==> config.mk <==
export PLATFORM = sky130hd
export DESIGN_NAME = calc_operand_feeder_flat
export DESIGN_NICKNAME = d
export VERILOG_FILES = /design/src/rtl/calc_operand_feeder_if.sv /design/src/rtl/calc_operand_feeder.sv /design/src/flat_wrapper.sv
export SDC_FILE = /design/constraint.sdc
export NUM_CORES = 1
export LEC_CHECK = 0
export CORE_AREA = 2 2 162 164
export CTS_BUF_LIST = sky130_fd_sc_hd__clkbuf_8
export DETAILED_ROUTE_END_ITERATION = 10
export DIE_AREA = 0 0 164 166
export PLACE_DENSITY = 0.79
export SYNTH_ARGS = -nofsm -noshare
export SYNTH_HDL_FRONTEND = slang
export SYNTH_SLANG_ARGS = --single-unit
export TNS_END_PERCENT = 20
==> constraint.sdc <==
create_clock -name clk -period 2.9 [get_ports clk]
set_clock_uncertainty 0.2 [all_clocks]
set_input_delay 0.58 -clock clk [delete_from_list [all_inputs] [get_ports clk]]
set_output_delay 0.58 -clock clk [all_outputs]
set_load 0.01 [all_outputs]
==> src/rtl/calc_operand_feeder_if.sv <==
// Handshake and operand bundle between the byte source, the operand feeder and the calculation engine.
// The slave modport is the feeder's view. The master modport is the surrounding system's view.
interface calc_operand_feeder_if #(
    parameter int DATA_W = 8,
    parameter int VEC_W  = 128,
    parameter int RES_W  = 20
);
    logic              in_valid;
    logic              in_ready;
    logic [DATA_W-1:0] in_data;
    logic [VEC_W-1:0]  calc_A;
    logic [VEC_W-1:0]  calc_B;
    logic              calc_go;
    logic [RES_W-1:0]  calc_result;
    logic              out_valid;
    logic              out_ready;
    logic [RES_W-1:0]  out_data;
    logic              busy;
    logic [15:0]       jobs_done;

    modport master (
        output in_valid, in_data, calc_result, out_ready,
        input  in_ready, calc_A, calc_B, calc_go, out_valid, out_data, busy, jobs_done
    );

    modport slave (
        input  in_valid, in_data, calc_result, out_ready,
        output in_ready, calc_A, calc_B, calc_go, out_valid, out_data, busy, jobs_done
    );
endinterface

==> src/rtl/calc_operand_feeder.sv <==
// Packs a byte stream into the A and B operands and issues one calculation.
// It captures the result after a fixed latency and returns it over a valid/ready handshake.
module calc_operand_feeder #(
    parameter int DATA_W   = 8,
    parameter int VEC_W    = 128,
    parameter int RES_W    = 20,
    parameter int CALC_LAT = 3
) (
    input  logic                 clk,
    input  logic                 rst,
    calc_operand_feeder_if.slave bus
);
    localparam int N_BYTES = VEC_W / DATA_W;
    localparam int IDX_W   = $clog2(N_BYTES);
    localparam int CNT_W   = 4;

    typedef enum logic [2:0] {
        ST_LOAD_A,
        ST_LOAD_B,
        ST_ISSUE,
        ST_WAIT,
        ST_OUT
    } state_t;

    state_t             r_state;
    logic [IDX_W-1:0]   r_idx;
    logic [CNT_W-1:0]   r_cnt;
    logic [VEC_W-1:0]   r_calc_a;
    logic [VEC_W-1:0]   r_calc_b;
    logic               r_calc_go;
    logic               r_out_valid;
    logic [RES_W-1:0]   r_out_data;
    logic [15:0]        r_jobs_done;

    logic               w_in_ready;
    logic               w_xfer;
    logic               w_last_byte;

    // in_ready is decoded from state so a stalled source never loses a byte.
    assign w_in_ready  = !rst && ((r_state == ST_LOAD_A) || (r_state == ST_LOAD_B));
    assign w_xfer      = bus.in_valid && w_in_ready;
    assign w_last_byte = (r_idx == IDX_W'(N_BYTES - 1));

    // NOTE: all state updates use non-blocking assignments so every register samples pre-edge values.
    always_ff @(posedge clk) begin
        if (rst) begin
            r_state     <= ST_LOAD_A;
            r_idx       <= '0;
            r_cnt       <= '0;
            r_calc_a    <= '0;
            r_calc_b    <= '0;
            r_calc_go   <= 1'b0;
            r_out_valid <= 1'b0;
            r_out_data  <= '0;
            r_jobs_done <= '0;
        end else begin
            case (r_state)
                ST_LOAD_A: begin
                    if (w_xfer) begin
                        r_calc_a[int'(r_idx)*DATA_W +: DATA_W] <= bus.in_data;
                        r_idx <= w_last_byte ? '0 : r_idx + 1'b1;
                        if (w_last_byte) r_state <= ST_LOAD_B;
                    end
                end
                ST_LOAD_B: begin
                    if (w_xfer) begin
                        r_calc_b[int'(r_idx)*DATA_W +: DATA_W] <= bus.in_data;
                        r_idx <= w_last_byte ? '0 : r_idx + 1'b1;
                        if (w_last_byte) begin
                            r_calc_go <= 1'b1;
                            r_state   <= ST_ISSUE;
                        end
                    end
                end
                ST_ISSUE: begin
                    r_calc_go <= 1'b0;
                    r_cnt     <= CNT_W'(1);
                    r_state   <= ST_WAIT;
                end
                ST_WAIT: begin
                    // r_cnt equals the number of cycles elapsed since calc_go.
                    if (r_cnt == CNT_W'(CALC_LAT)) begin
                        r_out_data  <= bus.calc_result;
                        r_out_valid <= 1'b1;
                        r_state     <= ST_OUT;
                    end else begin
                        r_cnt <= r_cnt + 1'b1;
                    end
                end
                ST_OUT: begin
                    if (bus.out_ready) begin
                        r_out_valid <= 1'b0;
                        r_jobs_done <= r_jobs_done + 16'd1;
                        r_state     <= ST_LOAD_A;
                    end
                end
                default: r_state <= ST_LOAD_A;
            endcase
        end
    end

    assign bus.in_ready  = w_in_ready;
    assign bus.calc_A    = r_calc_a;
    assign bus.calc_B    = r_calc_b;
    assign bus.calc_go   = r_calc_go;
    assign bus.out_valid = r_out_valid;
    assign bus.out_data  = r_out_data;
    assign bus.jobs_done = r_jobs_done;
    assign bus.busy      = !((r_state == ST_LOAD_A) && (r_idx == '0));
endmodule

==> src/flat_wrapper.sv <==
// flat-port wrapper written by rule: the top's interface ports become plain ports
module calc_operand_feeder_flat 
#(
    parameter int DATA_W   = 8,
    parameter int VEC_W    = 128,
    parameter int RES_W    = 20,
    parameter int CALC_LAT = 3
)
  (clk, rst, bus_in_valid, bus_in_data, bus_calc_result, bus_out_ready, bus_in_ready, bus_calc_A, bus_calc_B, bus_calc_go, bus_out_valid, bus_out_data, bus_busy, bus_jobs_done);
  calc_operand_feeder_if #(.DATA_W(DATA_W), .VEC_W(VEC_W), .RES_W(RES_W)) bus_i ();
  input  logic clk;
  input  logic rst;
  input wire logic [$bits(bus_i.in_valid)-1:0] bus_in_valid;
  input wire logic [$bits(bus_i.in_data)-1:0] bus_in_data;
  input wire logic [$bits(bus_i.calc_result)-1:0] bus_calc_result;
  input wire logic [$bits(bus_i.out_ready)-1:0] bus_out_ready;
  output wire logic [$bits(bus_i.in_ready)-1:0] bus_in_ready;
  output wire logic [$bits(bus_i.calc_A)-1:0] bus_calc_A;
  output wire logic [$bits(bus_i.calc_B)-1:0] bus_calc_B;
  output wire logic [$bits(bus_i.calc_go)-1:0] bus_calc_go;
  output wire logic [$bits(bus_i.out_valid)-1:0] bus_out_valid;
  output wire logic [$bits(bus_i.out_data)-1:0] bus_out_data;
  output wire logic [$bits(bus_i.busy)-1:0] bus_busy;
  output wire logic [$bits(bus_i.jobs_done)-1:0] bus_jobs_done;
  assign bus_i.in_valid = bus_in_valid;
  assign bus_i.in_data = bus_in_data;
  assign bus_i.calc_result = bus_calc_result;
  assign bus_i.out_ready = bus_out_ready;
  assign bus_in_ready = bus_i.in_ready;
  assign bus_calc_A = bus_i.calc_A;
  assign bus_calc_B = bus_i.calc_B;
  assign bus_calc_go = bus_i.calc_go;
  assign bus_out_valid = bus_i.out_valid;
  assign bus_out_data = bus_i.out_data;
  assign bus_busy = bus_i.busy;
  assign bus_jobs_done = bus_i.jobs_done;
  calc_operand_feeder #(.DATA_W(DATA_W), .VEC_W(VEC_W), .RES_W(RES_W), .CALC_LAT(CALC_LAT)) u_core (.clk(clk), .rst(rst), .bus(bus_i));
endmodule
# After elaboration in Yosys (flattened, before gate mapping)
# Cells that the tools add are included.
dict set report word_totals {
  register_bits 305
  latch_bits 0
  mem_bits_rw 0
  rom_bits 0
  out_inout_bits 296
  elab_cells 67
  memories 0
}
dict set report classes {
  n_addsub 4
  multipliers 0
  n_div 0
  order_cmp 0
  n_eq_ne 13
  n_shift 2
  muxes 18
  bitwise 0
  n_reduce_logical 21
}
# operator count
set ops {}
lappend ops {{bitwise mux 128 bit} 2}
lappend ops {{variable shift 8 x 33 -> 128 bit (first input constant)} 1}
lappend ops {{variable part select 8 x 33 -> 128 bit} 1}
lappend ops {{negation 7 -> 33 bit} 1}
lappend ops {{two-way mux 3 bit} 6}
lappend ops {{adder 16 x 1 -> 16 bit (second input constant)} 1}
lappend ops {{case mux 3 bit (5 select lines)} 1}
lappend ops {{AND reduction 2 bit} 6}
lappend ops {{inequality test 2 x 1 -> 1 bit (second input constant)} 5}
lappend ops {{adder 4 x 1 -> 4 bit (second input constant)} 2}
lappend ops {{two-way mux 4 bit} 2}
lappend ops {{case mux 4 bit (2 select lines)} 1}
lappend ops {{equality test 3 x 2 -> 1 bit (second input constant)} 2}
lappend ops {{AND reduction 3 bit} 2}
lappend ops {{AND reduction 6 bit} 1}
lappend ops {{nonzero test 2 bit} 3}
lappend ops {{equality test 4 x 2 -> 1 bit (second input constant)} 1}
lappend ops {{equality test 4 bit (second input constant)} 1}
lappend ops {{zero test 4 bit} 1}
lappend ops {{two-way mux 1 bit} 4}
lappend ops {{inequality test 2 bit (second input constant)} 2}
lappend ops {{case mux 1 bit (2 select lines)} 2}
lappend ops {{equality test 3 x 1 -> 1 bit (second input constant)} 1}
lappend ops {{equality test 3 bit (second input constant)} 1}
lappend ops {{other kinds (5)} 8}

# Longest topological paths before layout
# Gate-level depths: netlist of run 1.
dict set report logic_depth {
  depth_word 6
  ltp_mapped 10
  depth_no_buf 6
}

# Least setup slack after synthesis of run 1
# No wires, ideal clock.
dict set report synth_path {
  path_type {register to register}
  from {reg u_core.r_idx[0]}
  to {reg u_core.r_calc_b[100] (netlist: u_core.bus.calc_B[100])}
  arrival_ps 2223
  t_required_ps 2575
  slack_ps 352
  stages_incl_launch_ff 8
  path_buffers 2
  period_less_slack_ps 2548
  cell_sequence {dfxtp_1 > buf_2 > nor3_1 > ha_1 > clkbuf_1 > nor3_1 > nand3_2 > mux2i_1}
}
dict set report synth_via {
  elab_chain_cells 3
}
# item line
set synth_rtl {}
lappend synth_rtl {{start, declared} calc_operand_feeder.sv:26} ;# logic [IDX_W-1:0] r_idx;
lappend synth_rtl {{start signal, assigned} calc_operand_feeder.sv:61} ;# r_idx <= w_last_byte ? '0 : r_idx + 1'b1;
lappend synth_rtl {{start signal, assigned} calc_operand_feeder.sv:68} ;# r_idx <= w_last_byte ? '0 : r_idx + 1'b1;
lappend synth_rtl {{negation 7 -> 33 bit *} calc_operand_feeder.sv:67} ;# r_calc_b[int'(r_idx)*DATA_W +: DATA_W] <= bus.in_data;
lappend synth_rtl {{variable part select 8 x 33 -> 128 bit / variable shift 8 x 33 -> 128 bit (equally long branches)} calc_operand_feeder.sv:67}
lappend synth_rtl {{bitwise mux 128 bit *} calc_operand_feeder.sv:67}
lappend synth_rtl {{end signal, assigned by index} calc_operand_feeder.sv:67}
lappend synth_rtl {{end, declared} calc_operand_feeder.sv:29} ;# logic [VEC_W-1:0] r_calc_b;
# Every way passes the cells marked *; elsewhere a longest branch is shown, timed or not.
# A chain may end at the register's enable or synchronous reset.

# Worst setup path after layout of run 1
dict set report layout_path {
  from {reg u_core.r_idx[2]}
  to {reg u_core.r_calc_a[36] (netlist: u_core.bus.calc_A[36])}
}
dict set report layout_via {
  elab_chain_cells 3
}
# item line
set layout_rtl {}
lappend layout_rtl {{negation 7 -> 33 bit *} calc_operand_feeder.sv:60} ;# r_calc_a[int'(r_idx)*DATA_W +: DATA_W] <= bus.in_data;
lappend layout_rtl {{variable part select 8 x 33 -> 128 bit / variable shift 8 x 33 -> 128 bit (equally long branches)} calc_operand_feeder.sv:60}
lappend layout_rtl {{bitwise mux 128 bit *} calc_operand_feeder.sv:60}
lappend layout_rtl {{end signal, assigned by index} calc_operand_feeder.sv:60}
lappend layout_rtl {{end, declared} calc_operand_feeder.sv:28} ;# logic [VEC_W-1:0] r_calc_a;
# Marked as above.

==> impl_metrics.csv, run 1 <==
group,metric,value,unit
synthesis,yosysUniqueCellTypes,54,
placement,dp_slack,4.70,ps
clock_network,tritoncts,"done",
global_routing,grt_pass1_wl,55900,um
route,detail_route.vias_per_cell,5.14,
timing,fin_crit_sh,0.919,
timing,drv_slew,0,
layout,layout.cells.non_filler,1969,
global_routing,grt_usage,0.258,
critical_path,crit_type,"reg -> reg",
synthesis,ys.flop_type,"dfxtp_1",
synthesis,synth_top_area_frac,0.487,
timing,slew_headroom,0.483,
global_routing,grt_max_degree,160,
placement,io_buffers,327,
floorplanning,dieHeight,166,um
power,total_leakage_power,0.00687,uW
critical_path,slowest_stage,"ha_1",
route,drcViolationCount,0,
route,wl,35400,um
timing,setup_ws,234,ps
timing,hold_viol,0,
placement,gp_congestion,0.818,
timing,finalSetupViolations,0,
floorplanning,initial_core_util,0.489,
clock_network,numCtsBuffers,48,
route,wl_per_cell,18.0,um
synthesis,avgSynthCellArea,10.1,um^2
critical_path,cp-end-kind,"flop",
power,vdd_drop_max,295,uV
floorplanning,io_pins,328,
synthesis,synth_edf_count,0,
power,p_per_area,457,mW/mm^2
critical_path,crit_fanout,12,
critical_path,worst_ep_required_time,3150,ps
critical_path,cp-start-kind,"flop",
clock_network,holdBufCountCts,0,
route,ant_nets,0,
timing,timing.fmax,0.375,GHz
flow_run,maxCapViolCount,0,
synthesis,synth_cells,1244,
synthesis,syn_area,0.0125,mm^2
synthesis,ys_async_sr_fraction,0,
timing,tightest_slew,773,ps
hold_path,hp-class,"in -> reg",
timing,period_needed,2670,ps
floorplanning,die-area,0.0272,mm^2
layout,fin_nets,1635,
clock_network,clockBufferDepth,3,
synthesis,ys_ff_latch,305,
clock_network,clock_latency,560,ps
clock_network,root_buffer,"clkbuf_8",
global_routing,grt_pass1_vias,10229,
synthesis,yosys-top-cells-area,"dfxtp_1 49%, mux2i_1 20%, nand2b_1 13%, nand2_1 3.4%, clkbuf_1 1.8%",
timing,setup_tns,0,ps
synthesis,syn-num-nets,1281,
floorplanning,row_count,59,
clock_network,cts_num_sinks,305,
critical_path,arrival,2920,ps
synthesis,ys_warn_count,0,
clock_network,clk_pin_slew_worst_paths,60,ps
layout,area_growth,38.9,%
route,drt_iter0_markers,765,
floorplanning,fp.dieW,164,um
floorplanning,coreArea,0.0256,mm^2
placement,dpl.cell_count,1882,
layout,drive_gt1_frac,0.0924,
clock_network,h-tree-depth,2,
timing,rsz0062_at_grt,"no",
status,outcome,"completed",
layout,diodes,0,
synthesis,ys_seq_area_frac,0.487,
placement,dpl.hpwl,25100,um
route,vias,10125,
global_routing,antenna_found_initial,0,
global_routing,overflow,0,
synthesis,yosysTopAreaCell,"dfxtp_1",
route,drt_first_pass_iters,4,
critical_path,crit_chain,"nor3_1 -> ha_1 -> nand2b_1 -> nor2_1 -> nand3_2 -> mux2i_1",
critical_path,cpPeakStageDelay,580,ps
## through the flow
step | hold slack (ps) | total power [uW] | util | cell area (um^2)
floorplan | 267 | 4480 | - | 12500
global placement | 240 | 4640 | 0.643 | 16500
detailed placement | 246 | 4640 | 0.643 | 16500
CTS | 89.7 | 8020 | 0.679 | 17400
global route | 121 | 8240 | 0.679 | 17400
finish | 112 | 7960 | 0.679 | 17400
## logic make-up after synthesis
family                   synth area share
AND/OR/NAND/NOR                     0.241
flip-flops                          0.487
multiplexers                        0.198
buffers and inverters              0.0261
AO/OA/AOI/OAI                      0.0335
XOR/XNOR                          0.00839
adder cells (fa/ha/maj)           0.00499
## cell type report
cell class | instances | area, um^2
inverters | 6 | 22.5
clock buffers | 55 | 757
clock inverters | 31 | 136
repair buffers | 379 | 3840
multi-input cells | 858 | 6110
flip-flops and latches | 305 | 6110
well taps | 335 | 419
fillers | 2037 | 8220
## state kept, by name (all words and copies together), names as in the netlist, 3 cells and up
name and count:
u_core.r_idx 4, u_core.bus.jobs_done 16, u_core.bus.calc_B 128, u_core.r_cnt 4
u_core.bus.out_data 20, u_core.r_state 3, u_core.bus.calc_A 128
## power breakdown
group / switching (uW) / internal [uW] / total (uW)
Sequential: 4.78 / 4200 / 4200
Combinational: 189 / 162 / 351
Clock: 1670 / 1730 / 3410
## cells in the mapped netlist (all sizes together), types with 4 or more instances
master	number
dfxtp	305
nand2b	254
mux2i	248
nand2	112
clkbuf	60
a21oi	39
nand3	39
nor2	32
o21ai	23
buf	15
nor3	13
nand3b	12
nor2b	10
nand4	7
xor2	7
inv	6
or4	6
and3	5
ha	5
xnor2	5
and2	4
nor3b	4
o31ai	4
## worst max-delay path, delay by kind of cell (launching register included)
kind / cells / cell delay [ps]
flip-flops: 1 / 520
multiplexers: 1 / 200
adder cells (fa/ha/maj): 1 / 580
AND/OR/NAND/NOR: 4 / 1040
## worst paths after layout
| kind | from | end | slack (ps) | cells after the start |
|---|---|---|---|---|
| max | u_core.r_idx[2] | u_core.bus.calc_A[36] | 230 | 6 |
| min | rst | u_core.r_idx[0] | 110 | 2 |
| max reg2reg | u_core.r_idx[2] | u_core.bus.calc_A[36] | 230 | 6 |
| min reg2reg | u_core.bus.out_data[9] | u_core.bus.out_data[9] | 250 | 2 |
## metal layers
layer,GRT usage,part of all wire,vias up
met1,0.332,0.44,4811
met4,0.101,0.036,0
met5,0,0,-
li1,-,-,4908
met2,0.415,0.46,332
met3,0.0619,0.064,74
## cells in the final DEF (no fill, tap or decap), types with 4 or more instances in the layout
master	Yosys	routed
clkinv_2	0	10
nand3_1	30	30
mux2i_1	248	248
nand2_1	112	112
nand2b_1	254	254
nor3_1	12	9
ha_1	5	5
dfxtp_1	305	303
a21oi_1	39	39
nor2_1	24	24
xnor2_1	5	5
buf_4	0	38
buf_12	0	14
nand3_2	9	9
nand4_1	7	7
clkbuf_8	0	55
o31ai_1	4	4
nand3b_1	12	12
inv_1	6	25
xor2_1	7	7
and2_1	4	4
or4_1	6	6
and3_1	5	5
o21ai_0	22	22
clkdlybuf4s50_1	0	325
nor2b_1	10	10
nor2_2	4	4
## timing repair
| action | CTS | global route |
|---|---|---|
| setup buffers | 1 | 0 |
| setup endpoints to repair | 1 | 9 |
| hold endpoints to repair | 0 | 0 |
| gates resized for setup | 3 | 2 |
Power figures use the tool's default switching activity.
==> inputs of run 2 (changes only) <==
clock period = 2.75 ns   (was 2.9 ns; I/O delays follow)
==> impl_metrics.csv, run 2 (synthesized netlist as in run 1, its figures left out) <==
group,metric,value,unit
route,drcViolationCount,0,
layout,drive_gt1_frac,0.104,
global_routing,grt_usage,0.260,
floorplanning,die-area,0.0272,mm^2
clock_network,holdBufCountCts,0,
critical_path,crit_type,"reg -> out",
timing,rsz0062_at_grt,"yes",
critical_path,slowest_stage,"dfxtp_1",
clock_network,tritoncts,"done",
global_routing,grt_pass1_vias,10323,
route,wl_per_cell,18.1,um
floorplanning,dieHeight,166,um
floorplanning,fp.dieW,164,um
power,p_per_area,488,mW/mm^2
route,drt_iter0_markers,685,
route,wl_met2,16800,um
critical_path,cp-end-kind,"output port",
clock_network,numCtsBuffers,50,
floorplanning,initial_core_util,0.489,
global_routing,grt_pass1_wl,56700,um
timing,fin_crit_sh,0.944,
floorplanning,row_count,59,
clock_network,h-tree-depth,2,
timing,drv_slew,0,
timing,timing.fmax,0.385,GHz
global_routing,antenna_found_initial,0,
hold_path,hp-class,"reg -> reg",
flow_run,maxCapViolCount,0,
status,outcome,"completed",
timing,hold_viol,0,
route,detail_route.vias_per_cell,5.14,
power,vdd_drop_max,406,uV
timing,tightest_slew,789,ps
timing,finalSetupViolations,0,
floorplanning,io_pins,328,
placement,dpl.hpwl,25200,um
critical_path,arrival,1850,ps
route,routed.top_layer,"met4",
route,met3_length,2450,um
route,wl,36000,um
critical_path,crit_fanout,5,
power,totalPowerFinal,8640,uW
route,met1_length,15700,um
power,total_leakage_power,0.00703,uW
floorplanning,coreArea,0.0256,mm^2
global_routing,grt_max_degree,161,
critical_path,crit_chain,"inv_1 -> ha_2 -> nor3b_4 -> nand3b_1 -> clkdlybuf4s15_1",
layout,diodes,0,
clock_network,clockBufferDepth,3,
clock_network,root_buffer,"clkbuf_8",
timing,slew_headroom,0.472,
clock_network,cts_num_sinks,305,
placement,io_buffers,327,
critical_path,cpPeakStageDelay,350,ps
critical_path,worst_ep_required_time,2000,ps
route,drt_first_pass_iters,5,
route,vias,10230,
layout,fin_nets,1654,
timing,setup_tns,0,ps
layout,area_growth,41.5,%
placement,gp_congestion,0.840,
clock_network,clock_latency,570,ps
timing,holdWs,255,ps
timing,period_needed,2600,ps
clock_network,clk_pin_slew_worst_paths,60,ps
layout,mostFrequentLayoutCells,"325 x clkdlybuf4s50_1, 304 x dfxtp_1, 254 x nand2b_1",
global_routing,overflow,0,
layout,final_common_cell,"clkdlybuf4s50_1",
critical_path,cp-start-kind,"flop",
route,ant_nets,0,
## run 2: per-layer routing
metal	up-vias	track usage
li1	4942	-
met1	4856	0.340
met2	353	0.423
met3	79	0.0572
met4	0	0.0900
met5	-	0
## run 2: worst max-delay path, delay by kind of cell (launching register included)
family	cells	cell delay, ps
adder cells (fa/ha/maj)	1	190
AND/OR/NAND/NOR	2	370
flip-flops	1	350
buffers and inverters	2	370
## run 2: final timing paths
path                           startpoint                       to  slack [ps]  depth (start not counted)
setup / recovery          u_core.r_idx[0]                 bus_busy         150                          5
hold / removal    u_core.bus.out_data[12]  u_core.bus.out_data[12]         250                          2
setup reg to reg          u_core.r_idx[0]   u_core.bus.calc_A[101]         230                          7
hold reg to reg   u_core.bus.out_data[12]  u_core.bus.out_data[12]         250                          2
## run 2: what timing repair did
item,4_1_cts,5_1_grt
buffers inserted,1,0
gates resized for setup,3,3
endpoints found under the setup margin,1,6
cloned,0,0
## run 2: through the flow
stage	util	instances	cell area (um^2)	setup WS, ps
CTS	0.691	1991	17700	110
detailed placement	0.653	1899	16700	-114
global route	0.692	1991	17700	-10.2
floorplan	-	1244	12500	202
global placement	0.653	1899	16700	-77.6
finish	0.692	1991	17700	155
## run 2: where the power goes
group          leakage (uW)  switching [uW]  internal, uW
Combinational       0.00400             201           184
Sequential          0.00246            4.96          4430
Clock              0.000576            1820          2010
## run 2: cell type report
type	instances	area [um^2]
fill	1932	7890
multi-input combinational	858	6120
sequential	305	6110
timing repair buffer	396	4080
clock buffer	61	840
tap	335	419
clock inverter	30	135
inverter	6	22.5
==> edit 1 (settings of run 1) <==
`RES_W` is set to 20 in 3 places; all go to 10.
--- a/src/rtl/calc_operand_feeder_if.sv
+++ b/src/rtl/calc_operand_feeder_if.sv
@@ -3,7 +3,7 @@
 interface calc_operand_feeder_if #(
     parameter int DATA_W = 8,
     parameter int VEC_W  = 128,
-    parameter int RES_W  = 20
+    parameter int RES_W  = 10
 );
     logic              in_valid;
     logic              in_ready;
--- a/src/rtl/calc_operand_feeder.sv
+++ b/src/rtl/calc_operand_feeder.sv
@@ -3,7 +3,7 @@
 module calc_operand_feeder #(
     parameter int DATA_W   = 8,
     parameter int VEC_W    = 128,
-    parameter int RES_W    = 20,
+    parameter int RES_W    = 10,
     parameter int CALC_LAT = 3
 ) (
     input  logic                 clk,
--- a/src/flat_wrapper.sv
+++ b/src/flat_wrapper.sv
@@ -3,7 +3,7 @@
 #(
     parameter int DATA_W   = 8,
     parameter int VEC_W    = 128,
-    parameter int RES_W    = 20,
+    parameter int RES_W    = 10,
     parameter int CALC_LAT = 3
 )
   (clk, rst, bus_in_valid, bus_in_data, bus_calc_result, bus_out_ready, bus_in_ready, bus_calc_A, bus_calc_B, bus_calc_go, bus_out_valid, bus_out_data, bus_busy, bus_jobs_done);
Ports: changed (resized bus_calc_result and bus_out_data); port bits go from 328 to 308. The function was not compared with the original's and may differ.
==> edit 1 against run 1 <==
Register-to-register slack improved by 0.096 ns; critical path depth decreased by 1; total power decreased by 1.7%; first-iteration DRC count decreased by 22%; design area decreased by 2.4%; hold slack improved by 0.16 ns; synthesized area decreased by 2.7%; setup slack got worse by 0.15 ns; maximum frequency decreased by 5.2%; non-clock buffer count decreased by 8; routed wire length decreased by 2.7%; sequential cell count decreased by 10; highest routed layer unchanged; sequential power decreased by 3%.
==> edit 1: results (changes against run 1) <==
| Metric | Value |
|---|---|
| Syn avg cell area | 10.3 um2 (+2.6%) |
| Largest net degree at the start of global routing | 165 (+3.1%) |
| Clock Latency Late Sink | 0.55 ns |
| HP Start | u_core.bus.calc_A[32]$_SDFFE_PP0P_ |
| Count of TritonRoute iterations in the first routing pass | 4 (unchanged) |
| Top cells by area, synth | dfxtp_1 (48%), mux2i_1 (22%), nand2b_1 (13%) |
| Leakage | 7.07 nW (+2.9%) |
| DR vias/cell | 5.11 (-0.61%) |
| Fraction of registers with async set/reset | 0 (unchanged) |
| Worst Reg2Reg Path Length in Cells | 7 (+1) |
| Worst path slowest cell | or3b_4 |
| Hold endpoint | u_core.bus.calc_A[32]$_SDFFE_PP0P_ |
| Placed insts | 1816 (-3.5%) |
| Setup crit end kind | output pin |
| Initial DRC Count | 598 (-22%) |
| Worst hold margin | 0.273 ns (+0.161 ns) |
| Placed inst area | 16100 um2 (-2.5%) |
| Synth Area in Adders | 0.00513 (+0.000138) |
| Fill cells | 2013 (-1.2%) |
| First-pass GRT wire length | 54.0 mm (-3.5%) |
| FF-to-FF End | u_core.bus.calc_A[57]$_SDFFE_PP0P_ |
| Compound-cell area share of the yosys netlist | 0.0179 (-0.0156) |
| Hold Crit Class | flip-flop to flip-flop |
| Sequential area share after synthesis | 0.485 (-0.00296) |
| FF-to-FF Start | u_core.r_idx[0]$_SDFFE_PP0P_ |
| Status | complete, no violations |
| Final nets | 1559 (-4.6%) |
| Clock root buffer | clkbuf_8 |
| H-tree Lvls | 2 (unchanged) |
| Worst-path fanout max | 2 (-10) |
| Average wire per standard cell | 18.1 um (+1.0%) |
| Max clock buf depth | 3 (unchanged) |
| GRT Total Usage | 0.248 (-0.00909) |
| R2R setup slack | 0.33 ns (+0.10 ns) |
| XOR/XNOR share of the synthesized area | 0.00790 (-0.000487) |
| Number of CTS-inserted buffers | 48 (unchanged) |
| Distinct cells, synth | 57 (+5.6%) |
| Mapped Nets | 1207 (-5.8%) |
| Clock transition at path regs | 0.06 ns (about the same) |
| Most instantiated library cell after synthesis | dfxtp_1 |
| Yosys warns | 0 (unchanged) |
| N_diodes | 0 (unchanged) |
| Detailed Place HPWL | 24.1 mm (-3.8%) |
| Worst stage delay on the critical path | 0.39 ns (-0.19 ns) |
| Vias in the first global route | 9925 (-3.0%) |
| Final Util | 0.663 (-0.0166) |
| Peak supply drop | 0.486 mV (+65%) |
| Share of layout cells above drive strength 1 | 0.104 (+0.0119) |
| Port bufs | 307 (-6.1%) |
| Multiplexer area fraction after synthesis | 0.222 (+0.0239) |
| Starting density of the core | 0.476 (-0.0131) |
| Hold path depth | 2 (unchanged) |
| RD Place Congestion | 0.852 (+4.1%) |
| Cell Count, Final, Fillers Out | 1897 (-3.7%) |
| WP data arrival | 2.03 ns (-0.89 ns) |
| Top cells by count, synth | dfxtp_1 (295), mux2i_1 (266), nand2b_1 (261), nand2_1 (89), clkbuf_1 (55) |
| Worst-Margin Slew | 0.912 ns (+0.140 ns) |
edit 1: changes by cell type in the layout (fill, tap and decap cells not counted), moves of 7 or more:
cell and delta:
buf_4 +10, mux2i_1 +18, a21oi_1 -25, nor2_1 +12, clkdlybuf4s50_1 -20, dfxtp_1 -8, nand3_2 -9, nand2b_1 +7
nand3b_1 -8, inv_1 -7, nand2_1 -23, o21ai_0 -16
edit 1: cell families (layout without fill, tap and decap cells):
group | after synthesis | count (layout)
buf+inv | 74 | 456
simple gates | 492 | 492
mux | 270 | 270
xor+xnor | 11 | 11
fa+ha+maj | 5 | 5
flops | 295 | 295
compound gates | 33 | 33
edit 1: report_power, final:
group	internal (W)	switching, W
Sequential	0.00406	0.00000315
Clock	0.00182	0.00160
Combinational	0.000150	0.000179
edit 1: tightest hold or removal path: cells and delay by family, from the launching register on:
kind | cells | cell delay (ns)
muxes | 1 | 0.05
and+or+nand+nor | 1 | 0.06
DFF | 1 | 0.31
edit 1: how the worst max path moves through the flow:
| stage | from | endpoint | slack [ns] | depth (start not counted) |
|---|---|---|---|---|
| 6_report | u_core.r_idx[0]$_SDFFE_PP0P_ | bus_busy | 0.09 | 5 |
| 5_1_grt | u_core.r_idx[0]$_SDFFE_PP0P_ | bus_busy | 0.01 | 5 |
| 4_1_cts | u_core.r_idx[0]$_SDFFE_PP0P_ | bus_busy | 0.03 | 5 |
| 3_5_place_dp | bus_in_valid | u_core.bus.calc_B[14]$_SDFFE_PP0P_ | -0.1 | 6 |
| 3_3_place_gp | bus_in_valid | u_core.bus.calc_B[112]$_SDFFE_PP0P_ | -0.03 | 8 |
| 2_1_floorplan | u_core.r_idx[0]$_SDFFE_PP0P_ | u_core.bus.calc_B[88]$_SDFFE_PP0P_ | 0.13 | 9 |
edit 1: layout make-up:
cell class                      count  area share
Timing Repair Buffer              371       0.221
Multi-Input combinational cell    811       0.352
Inverter                            5     0.00111
Clock buffer                       59      0.0478
Clock inverter                     21     0.00538
Sequential cell                   295       0.348
Tap cell                          335      0.0247
edit 1: metrics by stage:
| stage | total power (W) | setup WS (ns) | TNS, ns |
|---|---|---|---|
| 2_1_floorplan | 0.00434 | 0.127 | 0 |
| 3_3_place_gp | 0.00447 | -0.0260 | -0.624 |
| 3_5_place_dp | 0.00448 | -0.0952 | -4.33 |
| 4_1_cts | 0.00788 | 0.0296 | 0 |
| 5_1_grt | 0.00810 | 0.0122 | 0 |
| 6_report | 0.00782 | 0.0876 | 0 |
edit 1: what timing repair did:
item,4_1_cts,5_1_grt
hold endpoints to repair,0,0
endpoints found under the setup margin,1,1
gates resized for setup,5,0
buffers inserted,0,1
edit 1: metal layers:
metal,track usage,wire length [um],vias to the layer above
met5,0,0,-
met1,0.316,15200,4629
met4,0.0755,907,0
met3,0.0657,2360,70
li1,-,-,4690
met2,0.412,16000,306
==> edit 2 (flow settings as in run 1) <==
Without the edit above. Encoding of `state_t`: now one-hot (5 bits for 5 states).
--- a/src/rtl/calc_operand_feeder.sv
+++ b/src/rtl/calc_operand_feeder.sv
@@ -14,12 +14,12 @@
     localparam int IDX_W   = $clog2(N_BYTES);
     localparam int CNT_W   = 4;
 
-    typedef enum logic [2:0] {
-        ST_LOAD_A,
-        ST_LOAD_B,
-        ST_ISSUE,
-        ST_WAIT,
-        ST_OUT
+    typedef enum logic [4:0] {
+        ST_LOAD_A = 5'b00001,
+        ST_LOAD_B = 5'b00010,
+        ST_ISSUE  = 5'b00100,
+        ST_WAIT   = 5'b01000,
+        ST_OUT    = 5'b10000
     } state_t;
 
     state_t             r_state;
Formal check against the unedited RTL: no difference found for any inputs over 4 cycles, from zero or initial values and one cycle with rst high; so few cycles prove little.
==> edit 2 against run 1 <==
Utilization increased by 0.14 points; combinational power increased by 97%; sequential share of layout area increased by 0.16 points; final cell count decreased by 1.4%; synthesized area increased by 0.99%; register-to-register slack got worse by 0.10 ns; routed wire length increased by 2.3%; total power increased by 11%; setup slack got worse by 0.12 ns; sequential cell count increased by 2; design area increased by 0.21%; global-route usage increased by 0.22 points; critical path type is now flip-flop to output pin; highest routed layer unchanged.
==> edit 2: results (changes against run 1) <==
| Metric | Value |
|---|---|
| Status | complete, no violations |
| Largest net degree at the start of global routing | 193 (+21%) |
| Final nets | 1603 (-2.0%) |
| Share of layout cells above drive strength 1 | 0.0996 (+0.00722) |
| Total setup buffers inserted after CTS | 0 (-1) |
| GRT Total Usage | 0.260 (+0.00217) |
| Fraction of registers with async set/reset | 0 (unchanged) |
| Hold endpoint | u_core.r_idx[2]$_SDFFE_PP0P_ |
| First-pass GRT wire length | 55.8 mm (-0.17%) |
| Hold path depth | 5 (+3) |
| Worst-Margin Slew | 1.09 ns (+0.316 ns) |
| Detailed Place HPWL | 24.7 mm (-1.4%) |
| Leakage | 7.39 nW (+7.6%) |
| Fill cells | 2019 (-0.88%) |
| Synth Area in Adders | 0.00495 (-0.0000489) |
| Met1 wire length | 15.5 mm (-0.11%) |
| Count of TritonRoute iterations in the first routing pass | 5 (+1) |
| Worst Reg2Reg Path Length in Cells | 7 (+1) |
| Worst stage delay on the critical path | 0.51 ns (-0.07 ns) |
| Sequential area share after synthesis | 0.486 (-0.00161) |
| Average wire per standard cell | 18.6 um (+3.8%) |
| DR vias/cell | 5.16 (+0.29%) |
| Int Power | 0.00664 W (+9.0%) |
| RD Place Congestion | 0.828 (+1.2%) |
| Met2 WL | 17.4 mm (+6.7%) |
| Initial DRC Count | 753 (-1.6%) |
| Mapped Nets | 1249 (-2.5%) |
| Clock transition at path regs | 0.06 ns (about the same) |
| R2R setup slack | 0.13 ns (-0.10 ns) |
| Top cells by count, synth | dfxtp_1 (307), mux2i_1 (276), nand2b_1 (262), nand2_1 (85), nor2_1 (50) |
| WP data arrival | 2.01 ns (-0.91 ns) |
| Compound-cell area share of the yosys netlist | 0.0122 (-0.0213) |
| Multiplexer area fraction after synthesis | 0.222 (+0.0238) |
| Number of CTS-inserted buffers | 50 (+4.2%) |
| Top cells by area, synth | dfxtp_1 (49%), mux2i_1 (22%), nand2b_1 (13%) |
| Vias in the first global route | 9861 (-3.6%) |
| FF-to-FF End | u_core.bus.calc_B[19]$_SDFFE_PP0P_ |
| Wire length on met3 | 2.23 mm (-1.8%) |
| Distinct cells, synth | 49 (-9.3%) |
| XOR/XNOR share of the synthesized area | 0.00900 (+0.000610) |
| Peak supply drop | 0.427 mV (+45%) |
| Worst path slowest cell | or3_4 |
| Worst hold margin | 0.264 ns (+0.152 ns) |
edit 2: cell count changes after synthesis, moves of 11 or more:
cell,before,now
a21oi_1,39,13
nand3_1,30,14
o21ai_0,22,7
nor2_1,24,50
nand2_1,112,85
mux2i_1,248,276
clkbuf_1,60,49
edit 2: how the worst max path moves through the flow:
stage,start,end,slack [ns],cells after the start
CTS,u_core.r_state[4]$_SDFFE_PP0P_,bus_in_ready,0.05,3
floorplan,rst,u_core.bus.calc_B[16]$_SDFFE_PP0P_,0.23,7
global placement,bus_in_valid,u_core.bus.calc_A[2]$_SDFFE_PP0P_,0.18,5
finish,u_core.r_state[2]$_SDFFE_PP0P_,bus_busy,0.11,4
global route,u_core.r_idx[2]$_SDFFE_PP0P_,u_core.bus.calc_A[30]$_SDFFE_PP0P_,0.006,6
detailed placement,u_core.r_idx[0]$_SDFFE_PP0P_,u_core.bus.calc_B[54]$_SDFFE_PP0P_,0.05,6
edit 2: cell families (layout without fill, tap and decap cells):
family | Yosys count | count (layout)
and+or+nand+nor | 507 | 507
DFF | 307 | 307
muxes | 280 | 280
buffers and inverters | 73 | 467
AOI/OAI and AO/OA | 27 | 27
xor gates and xnor gates | 13 | 13
adders and majority gates | 5 | 5
edit 2: through the flow:
step	instances	area [um2]	setup WS, ns
after CTS	1941	17400	0.0519
after floorplan	1212	12600	0.233
after global routing	1941	17400	0.00585
after global placement	1849	16400	0.177
after detailed placement	1849	16400	0.0456
final	1941	17400	0.113
edit 2: repair_timing:
action                     in CTS  in global routing
pin swaps                       1                  0
setup endpoints to repair       5                 33
resized for setup               7                  3
hold buffers                    0                  0
edit 2: power groups by stage:
stage	combinational, W	clock (W)	sequential [W]
3_5_place_dp	0.000683	0	0.00437
4_1_cts	0.000687	0.00392	0.00429
3_3_place_gp	0.000675	0	0.00437
5_1_grt	0.000738	0.00410	0.00429
2_1_floorplan	0.000440	0	0.00435
6_report	0.000692	0.00383	0.00429
edit 2: worst max-delay path: cells and delay by family, from the launching register on:
family	cells	cell delay (ns)
flops	1	0.39
simple gates	3	0.75
buf+inv	1	0.31
edit 2: area by class of cell:
cell class | instances | area share
Clock buffer | 69 | 0.0545
Clock inverter | 23 | 0.00596
Sequential cell | 307 | 0.353
Tap cell | 335 | 0.0240
Inverter | 6 | 0.00129
Timing Repair Buffer | 369 | 0.206
Multi-Input combinational cell | 832 | 0.355
edit 2: per-layer routing:
| metal | global-route usage | up-vias |
|---|---|---|
| met5 | 0 | - |
| met4 | 0.0854 | 0 |
| met3 | 0.0509 | 76 |
| met2 | 0.437 | 358 |
| met1 | 0.334 | 4752 |
| li1 | - | 4824 |
